[config.mk]
export PLATFORM = sky130hd
export DESIGN_NAME = serial_add_ctrl
export DESIGN_NICKNAME = d
export VERILOG_FILES = /design/src/rtl/serial_add_ctrl.sv
export SDC_FILE = /design/constraint.sdc
export NUM_CORES = 1
export LEC_CHECK = 0
export ABC_AREA = 1
export ABC_CLOCK_PERIOD_IN_PS = 3750
export CAP_MARGIN = 25
export CORE_AREA = 10 10 74 76
export DETAILED_ROUTE_END_ITERATION = 8
export DIE_AREA = 0 0 84 86
export SLEW_MARGIN = 20
export SYNTH_ARGS = -nofsm -noshare
export SYNTH_HDL_FRONTEND = slang
export SYNTH_SLANG_ARGS = --single-unit
[constraint.sdc]
create_clock -name clock -period 3.75 [get_ports clock]
set_clock_uncertainty 0.1 [all_clocks]
set_input_delay 0.75 -clock clock [delete_from_list [all_inputs] [get_ports clock]]
set_output_delay 0.75 -clock clock [all_outputs]
set_load 0.01 [all_outputs]
[src/rtl/serial_add_ctrl.sv]
// serial_add_ctrl: bit-serial adder controller, one shared 1-bit full adder stepped LSB-first.
// Revision 1.0
`default_nettype none

module full_adder_1bit (
  input  logic i_a,
  input  logic i_b,
  input  logic i_cin,
  output logic o_sum,
  output logic o_cout
);
  assign o_sum  = i_a ^ i_b ^ i_cin;
  assign o_cout = (i_a & i_b) | (i_a & i_cin) | (i_b & i_cin);
endmodule

module serial_add_ctrl #(
  parameter int WIDTH = 8
) (
  input  logic             clock,
  input  logic             rstn,
  input  logic             in_valid,
  output logic             in_ready,
  input  logic [WIDTH-1:0] a,
  input  logic [WIDTH-1:0] b,
  input  logic             cin,
  output logic             out_valid,
  input  logic             out_ready,
  output logic [WIDTH-1:0] sum,
  output logic             cout,
  output logic             busy
);
  localparam int CW = $clog2(WIDTH);
  localparam logic [CW-1:0] c_last = CW'(WIDTH - 1);

  typedef enum logic [1:0] {
    S_IDLE = 2'd0,
    S_RUN  = 2'd1,
    S_DONE = 2'd2
  } state_t;

  state_t           r_state;
  state_t           w_next_state;
  logic [WIDTH-1:0] r_a_sh;
  logic [WIDTH-1:0] r_b_sh;
  logic [WIDTH-1:0] r_res;
  logic             r_carry;
  logic [CW-1:0]    r_cnt;
  logic             w_fa_sum;
  logic             w_fa_cout;
  logic             w_accept;
  logic             w_last;

  full_adder_1bit u_fa (
    .i_a   (r_a_sh[0]),
    .i_b   (r_b_sh[0]),
    .i_cin (r_carry),
    .o_sum (w_fa_sum),
    .o_cout(w_fa_cout)
  );

  assign w_accept = (r_state == S_IDLE) && in_valid;
  assign w_last   = (r_cnt == c_last);

  always_comb begin
    w_next_state = r_state;
    unique case (r_state)
      S_IDLE:  if (in_valid)  w_next_state = S_RUN;
      S_RUN:   if (w_last)    w_next_state = S_DONE;
      S_DONE:  if (out_ready) w_next_state = S_IDLE;
      default:                w_next_state = S_IDLE;
    endcase
  end

  always_ff @(posedge clock or negedge rstn) begin
    if (!rstn) r_state <= S_IDLE;
    else       r_state <= w_next_state;
  end

  // Result bits enter at the MSB so bit 0 lands at the LSB after WIDTH shifts.
  always_ff @(posedge clock or negedge rstn) begin
    if (!rstn) begin
      r_a_sh  <= '0;
      r_b_sh  <= '0;
      r_res   <= '0;
      r_carry <= 1'b0;
      r_cnt   <= '0;
    end else if (w_accept) begin
      r_a_sh  <= a;
      r_b_sh  <= b;
      r_carry <= cin;
      r_cnt   <= '0;
    end else if (r_state == S_RUN) begin
      r_res   <= {w_fa_sum, r_res[WIDTH-1:1]};
      r_a_sh  <= {1'b0, r_a_sh[WIDTH-1:1]};
      r_b_sh  <= {1'b0, r_b_sh[WIDTH-1:1]};
      r_carry <= w_fa_cout;
      if (!w_last) r_cnt <= r_cnt + 1'b1;
    end
  end

  assign in_ready  = (r_state == S_IDLE);
  assign out_valid = (r_state == S_DONE);
  assign busy      = (r_state != S_IDLE);
  assign sum       = r_res;
  assign cout      = r_carry;

endmodule

`default_nettype wire

==> impl_results.md, run 1 <==
- Tightest Pin Transition: 0.766 ns
- Startpoint types: flop
- CTS buffer count: 5
- RSZ-0062 raised after global routing: false
- Synthesized flop and latch total: 30
- All-Layer GR Usage: 0.0896
- Total nets after synthesis: 176
- Via count: 1,112
- Diodes inserted: 0
- Port Buffers: 32
- Proportion of layout cells with a drive suffix above 1: 0.102
- Placeable Area: 3970 um2
- Number of antenna violations at the first check in global routing: 0
- Post-Syn Area: 1370 um2
- H-tree depth: 2
- Mapped Cells: 152
- Setup tns final: 0 ns
- Die H: 86 um
- Skew-Pair Late Insertion Delay: 0.28 ns
- Post-DP HPWL: roughly 2200 um
- HP Start: r_a_sh[4]
- Routed WL: 3170 um
- Hold Crit Class: flop to flop
- Status: finished, final reports clean
- Initial DRC Count: 80
- Maximum operating frequency: about 370 MHz
- Clock root cell: clkbuf_8
- VDD IR max: 228 uV
- Post-CTS Hold Buffers: 0
- Routed len/inst: 13.4 um
- Power per Cell Area: 789 nW/um2
- Multi-input logic area: 519 um2
- First-pass GRT wire length: 5330 um
- Die ar.: around 7200 um2
- Leakage: 0.873 nW
- Hold slack: 0.381 ns
- Vias in the first global route: 1,118
- Critical path class: flop to output port
- IO Pins: 33
- Starting Density: 0.345
- MaxCap Viol Count: 0
- Maximum fanout along the worst path: 9
- Synth-to-Final Area Change: 32.8%
- Die W: 84 um
- GPL Wtd Cong: 0.727
- Synth cell types: 19
- Register area share after synthesis: 0.547
- R2r startpoint: r_state[0]
- Final hold violation count: 0
- Setup violators final: 0
- Ys Warns: 0
- Final net count: 210
- CTS tree: done
- Final Max Tran Viols: 0
- Crit path launch: r_state[0]
- GRT overflow: 0
- Mean number of vias per cell: around 4.7
- Worst EP required: between 2 and 3 ns
- CTS sink cnt: 30
- Synth Area per Inst: around 9.0 um2
- WP data arrival: approximately 1.9 ns
- Min Clock Period, post-route: 2.73 ns
- Crit. End Element: output port
- ANT nets after route: 0
- Clock slew at reported path FFs: 0.07 ns
- Fillers: 375
- Post-cts sizing count: 0
- Row count: 23
- Tcrit/Tclk final: 0.728
- Register area: approximately 750 um2
- DRC errors left: 0
- Post-CTS Setup Bufs: 0
- Largest net degree at the start of global routing: 31
- Clock Path Buffers: 2
- DRT Pass-1 Iters: 4
- Slew headroom: 0.487
[synthesized netlist by cell type]
library cell  instances  area share
nand2_1              49        0.13
o21ai_1               3       0.011
nand2_2               5       0.023
buf_8                 1       0.011
o21ai_4               1       0.012
inv_4                 1      0.0046
nand2_4               2       0.016
ha_1                  2       0.018
o22ai_1               1      0.0046
nor2_1                1      0.0027
buf_4                 3       0.016
dfrtp_1              30        0.55
buf_1                 1      0.0027
fa_1                  1       0.015
buf_6                 1      0.0082
o21ai_0               3       0.011
inv_1                10       0.027
buf_2                 1      0.0036
nand3_1              36        0.13
[per-stage QoR]
stage	area, um2	cells	util	total power [W]	setup WS, ns
CTS	1820	237	0.458	0.00145	1.02
finish	1820	237	0.458	0.00144	1.02
global route	1820	237	0.458	0.00155	0.938
floorplan	1370	152	-	0.000937	2.03
detailed placement	1710	229	0.431	0.00112	1.24
global placement	1710	229	0.431	0.00110	1.29
[cells by family after synthesis]
logic type,after synthesis,share of synthesized area
simple gates,93,0.307
flops,30,0.547
buf+inv,18,0.0739
compound gates,8,0.0383
fa+ha+maj,3,0.0328
[metal layers]
| layer | wire [um] | share of wire | vias up | global-route usage |
|---|---|---|---|---|
| li1 | - | - | 557 | - |
| met5 | 0 | 0 | - | 0 |
| met2 | 1490 | 0.47 | 32 | 0.138 |
| met4 | 52 | 0.016 | 0 | 0.0411 |
| met1 | 1370 | 0.43 | 518 | 0.102 |
| met3 | 256 | 0.081 | 5 | 0.0454 |
[where the power goes]
group          leakage (nW)  internal, W  switching (W)
Combinational         0.432     0.000247       0.000313
Sequential            0.384     0.000460      0.0000921
Clock                0.0579     0.000195       0.000128
[state kept, by name, summed over array words and instances, names as in the netlist]
name,cells
r_a_sh,8
r_b_sh,8
sum,8
r_cnt,3
r_state,2
cout,1
[critical path, stage by stage (launching register included)]
cell	delay, ns
dfrtp_1	0.46
nor2_1	0.48
clkdlybuf4s50_1	0.65
[final timing paths]
kind	endpoint	slack [ns]	cells past startpoint
max reg2reg	r_cnt[1]	2.05	5
max in group asynchronous	r_a_sh[7]	2.49	2
min reg2reg	r_a_sh[4]	0.38	2
max	in_ready	1.02	2
min in group asynchronous	sum[6]	0.76	2
min	r_a_sh[4]	0.38	2
[final cells by class]
cell class,count,area share
clock buffer,5,0.0378
clock inverter,3,0.0220
tap,50,0.0344
multi-input combinational,104,0.285
timing repair buffer,34,0.184
sequential,30,0.412
inverter,11,0.0241
[cells in the final DEF (no fill, tap or decap), drive strengths merged]
cell           count
fa                 1
dfrtp             30
nand2             56
o22ai              1
ha                 2
bufinv             1
nand3             36
nor2               1
inv               11
clkdlybuf4s50     32
o21ai              7
clkbuf             5
buf                2
clkinv             2
Note: power is estimated with default switching activity, not from simulation.
==> inputs of run 2 (changes only) <==
- ABC_CLOCK_PERIOD_IN_PS: 3750 -> 2500
- clock period: 3.75 -> 2.5 ns (I/O delays scaled with it)
==> run 2 against run 1 <==
Critical path depth rose by 1. Global-route usage down 0.32 points. Sequential cell count unchanged. Combinational power rose by 49%.
==> impl_results.md, run 2 (synthesized netlist as in run 1, its figures left out) <==
- Sw frac: 0.373 (+0.00132)
- Comb power frac: 0.411 (+0.020)
- Slowest cell on the critical path: clkdlybuf4s50_1
- Routed len/inst: 12.7 um (-5.2%)
- Multi-input logic area: 519 um2 (unchanged)
- CTS tree: done
- Clock share of power: 0.182 (-0.043)
- Post-DP HPWL: 2170 um (-2.8%)
- Synth-to-Final Area Change: 31.4%
- Initial DRC Count: 64 (-20%)
- Routed WL: 2990 um (-5.6%)
- Post-CTS Hold Buffers: 0 (unchanged)
- First-pass GRT wire length: 5060 um (-5.0%)
- Post-CTS Setup Bufs: 0 (unchanged)
- Placeable Area: 3970 um2 (unchanged)
- Pre-CTS WS: 0.480 ns (-0.760 ns)
- Skew-Pair Late Insertion Delay: 0.27 ns (about the same)
- Die ar.: 7220 um2 (unchanged)
- Mean number of vias per cell: 4.67 (-0.57%)
- Worst EP required: 1.90 ns (-1.00 ns)
- Starting Density: 0.345 (unchanged)
- Final net count: 211 (+0.48%)
- Largest net degree at the start of global routing: 31 (unchanged)
- GPL Wtd Cong: 0.715 (-1.7%)
- Seq pwr share: 0.407 (+0.023)
- Clock Path Buffers: 2 (unchanged)
- Final worst slack: 0.201 ns (-0.819 ns)
- Met1 Usage GRT: 0.105 (+0.00308)
- Final hold violation count: 0 (unchanged)
- Port Buffers: 32 (unchanged)
- Tcrit/Tclk final: 0.920
- GRT overflow: 0 (unchanged)
- WP data arrival: 1.70 ns (-0.18 ns)
- Via count: 1,101 (-0.99%)
- DRT Pass-1 Iters: 4 (unchanged)
- ANT nets after route: 0 (unchanged)
- All-Layer GR Usage: 0.0864 (-0.00322)
- Psw: 0.000758 W (+42%)
- Power per Cell Area: 1130 nW/um2 (+43%)
- Number of antenna violations at the first check in global routing: 0 (unchanged)
- Clock slew at reported path FFs: 0.06 ns (about the same)
- MaxCap Viol Count: 0 (unchanged)
- Status: finished, final reports clean
- Die W: 84 um (unchanged)
- Proportion of layout cells with a drive suffix above 1: 0.0968 (-0.00483)
- CTS buffer count: 5 (unchanged)
- Fillers: 386 (+2.9%)
- Vias in the first global route: 1,041 (-6.9%)
- Clock root cell: clkbuf_8
- Commonest non-fill, non-tap cell in the layout: nand2_1
- CTS sink cnt: 30 (unchanged)
- Final Max Tran Viols: 0 (unchanged)
- Tightest Pin Transition: 0.456 ns (-0.310 ns)
- Startpoint types: flop
- Post-cts sizing count: 0 (unchanged)
- Hold Crit Class: flop to flop
- GR peak layer: met2
- Met3 usage: 0.0407 (-0.00473)
- VDD IR max: 419 uV (+84%)
- Maximum fanout along the worst path: 20 (+11)
- Maximum operating frequency: 435 MHz
- DRC errors left: 0 (unchanged)
- Critical path class: flop to output port
- Cell-internal power: 0.00127 W (+41%)
- Met2 usage: 0.122 (-0.0160)
- Setup tns final: 0 ns (unchanged)
- Crit. End Element: output port
- Min Clock Period, post-route: 2.30 ns
- Setup violators final: 0 (unchanged)
- Register area: 751 um2 (unchanged)
- Row count: 23 (unchanged)
- CP cell instances: nor2_1 > buf_4 > clkdlybuf4s50_1
- IO Pins: 33 (unchanged)
- Leakage: 0.864 nW (-1.1%)
- Most frequent cells in the layout: nand2_1 (49), nand3_1 (36), clkdlybuf4s50_1 (32)
- H-tree depth: 2 (unchanged)
- Slew headroom: 0.695 (+0.207)
- RSZ-0062 raised after global routing: false
- Die H: 86 um (unchanged)
- Diodes inserted: 0 (unchanged)
- Slowest stage delay, CP: 0.60 ns (-0.05 ns)
## run 2: worst max-delay path: cells and delay by family (launching register included)
kind	cells	cell delay [ns]
buffers and inverters	2	0.85
DFF	1	0.46
and+or+nand+nor	1	0.12
## run 2: cell type report
cell class / instances / area share
well taps: 50 / 0.0347
inverters: 11 / 0.0243
repair buffers: 35 / 0.190
clock buffers: 6 / 0.0458
multi-input cells: 104 / 0.288
flip-flops and latches: 30 / 0.417
## run 2: path summary, 6_finish.rpt
path,from,slack [ns],end,cells after the start
min in group asynchronous,rstn,0.53,r_b_sh[1],2
max in group asynchronous,rstn,1.48,r_state[1],2
min reg2reg,r_b_sh[7],0.38,r_b_sh[7],2
max,r_state[0],0.20,in_ready,3
min,r_b_sh[7],0.38,r_b_sh[7],2
max reg2reg,r_cnt[0],1.11,r_cnt[1],7
## run 2: metal layers
layer | up-vias | wire [um] | part of all wire
met4 | 0 | 7 | 0.0023
met3 | 2 | 235 | 0.079
li1 | 557 | - | -
met5 | - | 0 | 0
met2 | 30 | 1410 | 0.47
met1 | 512 | 1340 | 0.45
## run 2: stage by stage
| stage | total power [W] | util | cell area, um2 | cells | hold slack [ns] |
|---|---|---|---|---|---|
| after floorplan | 0.00140 | - | 1370 | 152 | 0.104 |
| after global placement | 0.00165 | 0.433 | 1720 | 230 | 0.356 |
| after detailed placement | 0.00169 | 0.433 | 1720 | 230 | 0.361 |
| after CTS | 0.00207 | 0.454 | 1800 | 236 | 0.374 |
| after global routing | 0.00222 | 0.454 | 1800 | 236 | 0.405 |
| final | 0.00203 | 0.454 | 1800 | 236 | 0.376 |
## run 2: power by group through the flow
stage | combinational [W] | sequential [W] | clock (W)
after detailed placement | 0.000855 | 0.000837 | 0
after global placement | 0.000829 | 0.000823 | 0
after CTS | 0.000858 | 0.000829 | 0.000386
final | 0.000835 | 0.000828 | 0.000369
after floorplan | 0.000565 | 0.000840 | 0
after global routing | 0.000956 | 0.000857 | 0.000408
